`src/rtl/tx_latency_tagger.sv`:
```
// ---------------------------------------------------------------------------
// tx_latency_tagger
//
// Purpose:
//   Sits in front of the TX stream checker. Every non-fence TX request header
//   is stamped with a monotonically increasing transaction ID. It is then held
//   for an emulated latency of MIN_LAT..MAX_LAT cycles, with the exact value
//   picked by a 16-bit Galois LFSR. Requests are released strictly in order.
//   Write fences are consumed without being stored or tagged.
//
// Ports:
//   clk        in   clock
//   rst        in   synchronous active-high reset
//   valid_in   in   request present this cycle
//   meta_in    in   TX request header (reqtype field at REQTYPE_LSB +: 4)
//   tid_in     out  tag given to the current valid_in request
//   almfull    out  back-pressure hint: free entries <= ALMFULL_THRESH
//   full       out  all DEPTH entries occupied
//   valid_out  out  head request released
//   meta_out   out  head header (0 while valid_out is low)
//   tid_out    out  head tag    (0 while valid_out is low)
//   out_ready  in   downstream accepts the head
//   count      out  occupied entries
//   overflow   out  sticky: a request arrived while full
// ---------------------------------------------------------------------------
module tx_latency_tagger #(
  parameter int          DEPTH             = 32,
  parameter int          TID_WIDTH         = 32,
  parameter int          MIN_LAT           = 4,
  parameter int          MAX_LAT           = 16,
  parameter int          ALMFULL_THRESH    = 4,
  parameter logic [15:0] LFSR_SEED         = 16'hACE1,
  parameter int          CCIP_TX_HDR_WIDTH = 80,
  parameter int          REQTYPE_LSB       = 52,
  parameter logic [3:0]  CCIP_WRFENCE      = 4'h4
) (
  input  logic                         clk,
  input  logic                         rst,
  input  logic                         valid_in,
  input  logic [CCIP_TX_HDR_WIDTH-1:0] meta_in,
  output logic [TID_WIDTH-1:0]         tid_in,
  output logic                         almfull,
  output logic                         full,
  output logic                         valid_out,
  output logic [CCIP_TX_HDR_WIDTH-1:0] meta_out,
  output logic [TID_WIDTH-1:0]         tid_out,
  input  logic                         out_ready,
  output logic [$clog2(DEPTH):0]       count,
  output logic                         overflow
);

  localparam int AW       = $clog2(DEPTH);
  localparam int CW       = AW + 1;
  localparam int LAT_SPAN = MAX_LAT - MIN_LAT + 1;

  // Galois feedback mask for x^16 + x^14 + x^13 + x^11 + 1 (right-shifting form)
  localparam logic [15:0] LFSR_MASK = 16'hB400;

  // Entry storage, split into three arrays so each field is its own RAM
  logic [CCIP_TX_HDR_WIDTH-1:0] r_metaMem [DEPTH];
  logic [TID_WIDTH-1:0]         r_tidMem  [DEPTH];
  logic [31:0]                  r_relMem  [DEPTH];

  logic [AW-1:0]        r_wrPtr;
  logic [AW-1:0]        r_rdPtr;
  logic [CW-1:0]        r_count;
  logic [TID_WIDTH-1:0] r_tidCtr;
  logic [15:0]          r_lfsr;
  logic [31:0]          r_now;
  logic                 r_overflow;

  logic        w_full;
  logic        w_isFence;
  logic        w_push;
  logic        w_pop;
  logic        w_headDue;
  logic        w_valid;
  logic [31:0] w_headAge;
  logic [31:0] w_latOff;
  logic [31:0] w_relTime;
  logic [31:0] w_free;
  logic [15:0] w_lfsrNext;

  // Flags come from the registered count only, so a pop in the same cycle
  // never makes room for a push while full.
  assign w_full    = (r_count == CW'(DEPTH));
  assign w_free    = 32'(DEPTH) - 32'(r_count);
  assign w_isFence = (meta_in[REQTYPE_LSB +: 4] == CCIP_WRFENCE);
  assign w_push    = valid_in && !w_full && !w_isFence;

  // The latency is drawn from the LFSR value before it advances.
  assign w_latOff  = 32'(r_lfsr) % 32'(LAT_SPAN);
  assign w_relTime = r_now + 32'(MIN_LAT) + w_latOff;

  assign w_lfsrNext = r_lfsr[0] ? ((r_lfsr >> 1) ^ LFSR_MASK) : (r_lfsr >> 1);

  // The head is due once the free-running cycle counter has reached its
  // release time. The sign bit of the difference keeps this correct across
  // 32-bit wraparound of the counter.
  assign w_headAge = r_now - r_relMem[r_rdPtr];
  assign w_headDue = !w_headAge[31];
  assign w_valid   = (r_count != '0) && w_headDue;
  assign w_pop     = w_valid && out_ready;

  assign tid_in    = r_tidCtr;
  assign full      = w_full;
  assign almfull   = (w_free <= 32'(ALMFULL_THRESH));
  assign count     = r_count;
  assign overflow  = r_overflow;
  assign valid_out = w_valid;
  assign meta_out  = w_valid ? r_metaMem[r_rdPtr] : '0;
  assign tid_out   = w_valid ? r_tidMem[r_rdPtr]  : '0;

  // Entry storage is never reset; occupancy is tracked by the pointers and
  // count, so stale contents are never observed.
  always_ff @(posedge clk) begin
    if (w_push) begin
      r_metaMem[r_wrPtr] <= meta_in;
      r_tidMem[r_wrPtr]  <= r_tidCtr;
      r_relMem[r_wrPtr]  <= w_relTime;
    end
  end

  // Pointers, occupancy, tag counter, LFSR, time base and the sticky
  // overflow flag. A reset discards every pending entry.
  always_ff @(posedge clk) begin
    if (rst) begin
      r_wrPtr    <= '0;
      r_rdPtr    <= '0;
      r_count    <= '0;
      r_tidCtr   <= '0;
      r_lfsr     <= LFSR_SEED;
      r_now      <= '0;
      r_overflow <= 1'b0;
    end else begin
      r_now <= r_now + 32'd1;

      if (valid_in && w_full) begin
        r_overflow <= 1'b1;
      end

      if (w_push) begin
        r_wrPtr  <= r_wrPtr + AW'(1);
        r_tidCtr <= r_tidCtr + TID_WIDTH'(1);
        r_lfsr   <= w_lfsrNext;
      end

      if (w_pop) begin
        r_rdPtr <= r_rdPtr + AW'(1);
      end

      unique case ({w_push, w_pop})
        2'b10:   r_count <= r_count + CW'(1);
        2'b01:   r_count <= r_count - CW'(1);
        default: r_count <= r_count;
      endcase
    end
  end

endmodule

```
`config.mk`:
```
export PLATFORM = sky130hd
export DESIGN_NAME = tx_latency_tagger
export DESIGN_NICKNAME = d
export VERILOG_FILES = /design/src/rtl/tx_latency_tagger.sv
export SDC_FILE = /design/constraint.sdc
export NUM_CORES = 2
export LEC_CHECK = 0
export ABC_CLOCK_PERIOD_IN_PS = 21700
export BUFFER_PORTS_ARGS = -buffer_cell sky130_fd_sc_hd__clkbuf_2
export CAP_MARGIN = 20
export CORE_MARGIN = 4
export CORE_UTILIZATION = 60
export DETAILED_ROUTE_END_ITERATION = 8
export PLACE_DENSITY_LB_ADDON = 0.3
export SYNTH_ARGS = -nofsm -noshare
export SYNTH_HDL_FRONTEND = slang
export SYNTH_MEMORY_MAX_BITS = 65536
export SYNTH_SLANG_ARGS = --single-unit
```
`constraint.sdc`:
```
create_clock -name clk -period 21.7 [get_ports clk]
set_input_delay 4.34 -clock clk [delete_from_list [all_inputs] [get_ports clk]]
set_output_delay 4.34 -clock clk [all_outputs]
set_load 0.01 [all_outputs]
```
# Word-level counts from Yosys, hierarchy flattened
# Memory sizes are Yosys's and may differ from the RTL's. A register that Yosys moved wholly into a read port is not among the register bits.
# Cells that the tools add are included.
# classes
add_sub_neg,10
div_mod_pow,1
n_lt_le_gt_ge,1
n_eq_ne,4
n_mux,12
bitwise_logic,1
n_reduce_logical,10
# ops
operator,n
two-way mux 80 bit,1
adder 32 x 1 -> 32 bit (second input constant),2
adder 32 x 3 -> 32 bit (second input constant),1
adder 32 bit,1
less-or-equal comparator 32 x 3 -> 1 bit (second input constant),1
remainder unit 16 x 4 -> 32 bit (second input constant),1
two-way mux 32 bit,1
subtractor 32 bit,1
two-way mux 5 bit,6
two-way mux 16 bit,1
case mux 6 bit (2 select lines),1
adder 5 x 1 -> 5 bit (second input constant),2
subtractor 6 x 6 -> 7 bit (first input constant),1
adder 6 x 1 -> 6 bit (second input constant),1
equality test 6 bit (second input constant),1
nonzero test 6 bit,1
subtractor 6 x 1 -> 6 bit (second input constant),1
logical AND 1 bit,5
equality test 4 x 3 -> 1 bit (second input constant),1
inverter 3 -> 4 bit,1
logical NOT 1 bit,3
equality test 2 x 1 -> 1 bit (second input constant),1
equality test 2 bit (second input constant),1
two-way mux 1 bit,2
nonzero test 2 bit,1
# totals
reg_bits,97
mem_bits_rw,4608
inputBits,84
output_inout_bits,154
elab_cells,49
mem_count,3
# memory_table
name,depth,width,read_ports,rd_ports_with_merged_regs,wr,line,rtl
r_metaMem,32,80,1,1,1,60,logic [CCIP_TX_HDR_WIDTH-1:0] r_metaMem [DEPTH];
r_relMem,32,32,1,1,1,62,logic [31:0] r_relMem [DEPTH];
r_tidMem,32,32,1,1,1,61,logic [TID_WIDTH-1:0] r_tidMem [DEPTH];

# Depth between registers and ports, before layout
# depth
ltp_word,6
ltp_mapped,78
ltp_nobuf,73

# Least setup slack after synthesis
# No wires, ideal clock.
# synth_path
path_type,register to register
from,reg r_lfsr[14]
to,"mem r_relMem[0][31], data pin"
setup_time_ns,0.310
arrival_time_ns,14.702
required_time_ns,21.390
slack_ns,6.688
path_stages_with_launch,78
n_path_buf,4
period_less_slack_ns,15.012
path_cell_list,dfxtp_1 -> buf_4 -> clkbuf_1 -> inv_1 -> nor2_1 -> ha_1 -> nand2b_1 -> o21ai_1 -> nand3_4 -> mux2i_1 -> o21a_1 -> o21a_1 -> a221o_1 -> o21a_2 -> mux2_4 -> xor2_1 -> a21oi_4 -> xnor2_1 -> [42 not listed] -> a21oi_1 -> o21bai_1 -> a21oi_1 -> o21bai_1 -> a21oi_1 -> o21bai_1 -> a21oi_1 -> o21bai_1 -> a21oi_1 -> nor2b_1 -> o21a_1 -> o31ai_1 -> a21oi_1 -> a21o_1 -> a21oi_1 -> xnor2_1 -> xnor2_1 -> xnor2_2
# synth_between
elab_chain_cells,2
# synth_rtl
element,line,rtl
"start, declared",68,logic [15:0] r_lfsr;
"start signal, assigned",145,r_lfsr <= w_lfsrNext;
remainder unit 16 x 4 -> 32 bit,92,assign w_latOff = 32'(r_lfsr) % 32'(LAT_SPAN);
adder 32 bit,93,assign w_relTime = r_now + 32'(MIN_LAT) + w_latOff;
net w_relTime[31],80,logic [31:0] w_relTime;
"end, declared",62,
# The timed path passes the listed nets, and every way through them passes these cells.

# Worst setup path after layout
# layout_path
from,reg r_lfsr[13]
to,"mem r_relMem[10][31], data pin"
# Same word-level chain as after synthesis.

==> impl_metrics.py <==
metrics = {
    "cts": {
        "cts_hold_buf": 0,
        "post_cts_buffers": 0,
        "clkTransAtPathRegs_ns": 0.06,
        "clk_latency_ns": 1.00,
        "cts_tree": "yes",
        "cts-root-buf": "clkbuf_16",
        "cts_sinks": 4710,
        "cts_buffers": 449,
        "cts_resized": 0,
        "h-tree-depth": 5,
        "clk_path_buf_depth": 4,
    },
    "drt": {
        "drt_iter0_markers": 14400,
        "post-route-drc-count": 0,
        "drt_wl_total_mm": 488,
        "ant_nets": 0,
        "routedWlPerCell_um": 37.2,
        "drt-vias-per-instance": 7.09,
        "vias": 93143,
        "drtPass1Iterations": 6,
    },
    "final_layout": {
        "final_common_cell": "edfxtp_1",
        "syn_to_final_growth_pct": 12.0,
        "finalNetCount": 8828,
        "fill_cells": 17956,
        "drive_gt1_frac": 0.298,
        "multi_input_area_um2": 43500,
        "final-seq-area_um2": 140000,
        "fin_cells": 13132,
        "final_cell_mix": "edfxtp_1, mux4_2, clkbuf_16",
    },
    "place": {
        "io_buffers": 237,
        "hpwl_mm": 218,
        "gp_congestion": 0.814,
        "dp.cells": 12250,
    },
    "die": {
        "io_pins": 238,
        "start_util": 0.604,
        "core_um2": 307000,
        "fp-row-count": 203,
        "die_h_um": 564,
        "die-area_um2": 318000,
        "die_w_um": 564,
    },
    "setup_path": {
        "rr_worst_depth": 74,
        "crit_top_cell": "a21oi_1",
        "arrival_ns": 19.65,
        "r2r_setup_slack_ns": 2.83,
        "crit_path_end_kind": "flop",
        "slowest_delay_ns": 0.80,
        "r2r-end": "r_relMem[10][31]",
        "crit_family": "compound AO/OA/AOI/OAI gates",
        "worstSetupPathDepth": 74,
        "cp-start-kind": "flop",
        "crit_required_ns": 22.48,
        "rr_startpoint": "r_lfsr[13]",
        "cp_max_fo": 23,
        "path_buf_inv": 4,
        "crit_slowest_cell": "dfxtp_1",
        "path_class": "reg2reg",
    },
    "sta": {
        "max_slew_margin": 0.104,
        "fin_crit_sh": 0.869,
        "finalSetupTns_ns": 0,
        "period_needed_ns": 18.87,
        "skew_ns": 0.0679,
        "finalSetupViolCount": 0,
        "finalHoldViolations": 0,
        "tightest_slew_ns": 1.34,
        "fmax_mhz": 53.0,
        "rsz0062_at_grt": "no",
        "slew_viol_final": 0,
    },
    "grt": {
        "grt.overflow.total": 0,
        "antenna_found_initial": 19,
        "grt_max_degree": 178,
        "grt_pass1_wl_mm": 690,
        "grtUsageTotal": 0.303,
        "grt_pass1_vias": 93678,
    },
    "min_path": {
        "hold-path-endpoint": "overflow",
        "hold_depth": 2,
        "hold_class": "reg2reg",
        "hp-start": "overflow",
    },
    "yosys": {
        "synth_nets": 8327,
        "synthCells": 8133,
        "post-synth-top-area-cell": "edfxtp_1",
        "yosys-top-cells-area": "edfxtp_1, mux4_2, dfxtp_1",
        "synth_top_area_frac": 0.747,
        "ys_dominant_reg_cell": "edfxtp_1",
        "netlist_area_um2": 185000,
        "synth-async-reset-ratio": 0,
        "ys_seq_area_frac": 0.758,
        "synth.distinct_cells": 118,
        "syn_avg_cell_area_um2": 22.8,
        "ys_seq_elements": 4710,
        "yosysWarningCount": 0,
        "synth-edff-count": 4608,
    },
    "flow_run": {
        "cap_viol_max_count": 0,
    },
    "status": {
        "status": "finished clean",
    },
}
-- per-stage QoR --
step / hold WS, ns / setup slack [ns] / area (um^2) / utilization
after floorplan: 0.441 / 6.69 / 185000 / -
after CTS: 0.478 / 2.47 / 207000 / 0.674
after global routing: 0.504 / 1.18 / 207000 / 0.676
final: 0.473 / 2.83 / 207000 / 0.677
after global placement: 0.455 / 3.01 / 192000 / 0.627
after detailed placement: 0.463 / 2.65 / 192000 / 0.627
-- cell families (layout without fill, tap and decap cells) --
group,Yosys count,count (layout),share of synthesized area
AO/OA/AOI/OAI,385,385,0.0151
XOR/XNOR,160,160,0.00783
adder cells (fa/ha/maj),113,113,0.00768
buffers and inverters,474,1364,0.00995
flip-flops,4710,4710,0.758
multiplexers,1604,1604,0.184
other,0,9,0
AND/OR/NAND/NOR,687,687,0.0176
-- routing by layer --
metal | share of wire | routed length (um) | global-route usage | vias up
met5 | 0.00021 | 104 | 0 | -
met4 | 0.041 | 19900 | 0.109 | 16
met3 | 0.11 | 52300 | 0.0513 | 1211
met2 | 0.50 | 244000 | 0.493 | 7172
met1 | 0.35 | 172000 | 0.425 | 49122
li1 | - | - | - | 35622
-- cells in the mapped netlist, types with 16 or more instances --
library cell	count
and2_1	16
mux2i_1	161
and3_1	24
nor3_1	30
ha_1	108
buf_1	87
inv_1	60
or3_1	17
o21a_1	16
o21bai_1	23
nand2_1	123
a21o_1	20
a21oi_1	106
clkbuf_1	307
nand4_1	23
o211ai_1	16
xor2_1	72
nand2b_1	17
xnor2_1	83
nand3_1	55
edfxtp_1	4608
nor2_1	301
dfxtp_1	102
o21ai_0	43
mux4_2	1440
-- worst reg2reg max path: cells and delay by family, from the launching register on --
| family | cells | cell delay, ns |
|---|---|---|
| adders and majority gates | 5 | 1.51 |
| buffers and inverters | 4 | 0.45 |
| DFF | 1 | 0.80 |
| xor gates and xnor gates | 6 | 1.19 |
| and+or+nand+nor | 14 | 2.91 |
| muxes | 2 | 0.40 |
| AOI/OAI and AO/OA | 43 | 11.44 |
-- how the worst max path moves through the flow --
stage | end | startpoint
floorplan | r_relMem[0][31] | r_lfsr[14]
detailed placement | r_relMem[12][31] | r_lfsr[13]
global route | r_relMem[5][31] | r_lfsr[14]
finish | r_relMem[10][31] | r_lfsr[13]
CTS | r_relMem[5][31] | r_lfsr[13]
global placement | r_relMem[8][31] | r_lfsr[13]
-- sequential cells by signal, indices dropped and copies added, names as in the netlist, named ones only --
register,count
count,6
overflow,1
r_lfsr,16
r_metaMem,2560
r_now,32
r_rdPtr,5
r_relMem,1024
r_tidMem,1024
r_wrPtr,5
tid_in,32
-- cell type report --
type | instances | area share
multi-input cells | 2949 | 0.210
repair buffers | 464 | 0.0177
inverters | 60 | 0.00109
diodes | 9 | 0.000109
well taps | 4100 | 0.0247
clock buffers | 573 | 0.0579
flip-flops and latches | 4710 | 0.677
clock inverters | 267 | 0.0119
Power is left out: the tool's default activity adds up to more than one toggle a clock period on the data nets, which glitch-free logic cannot reach.
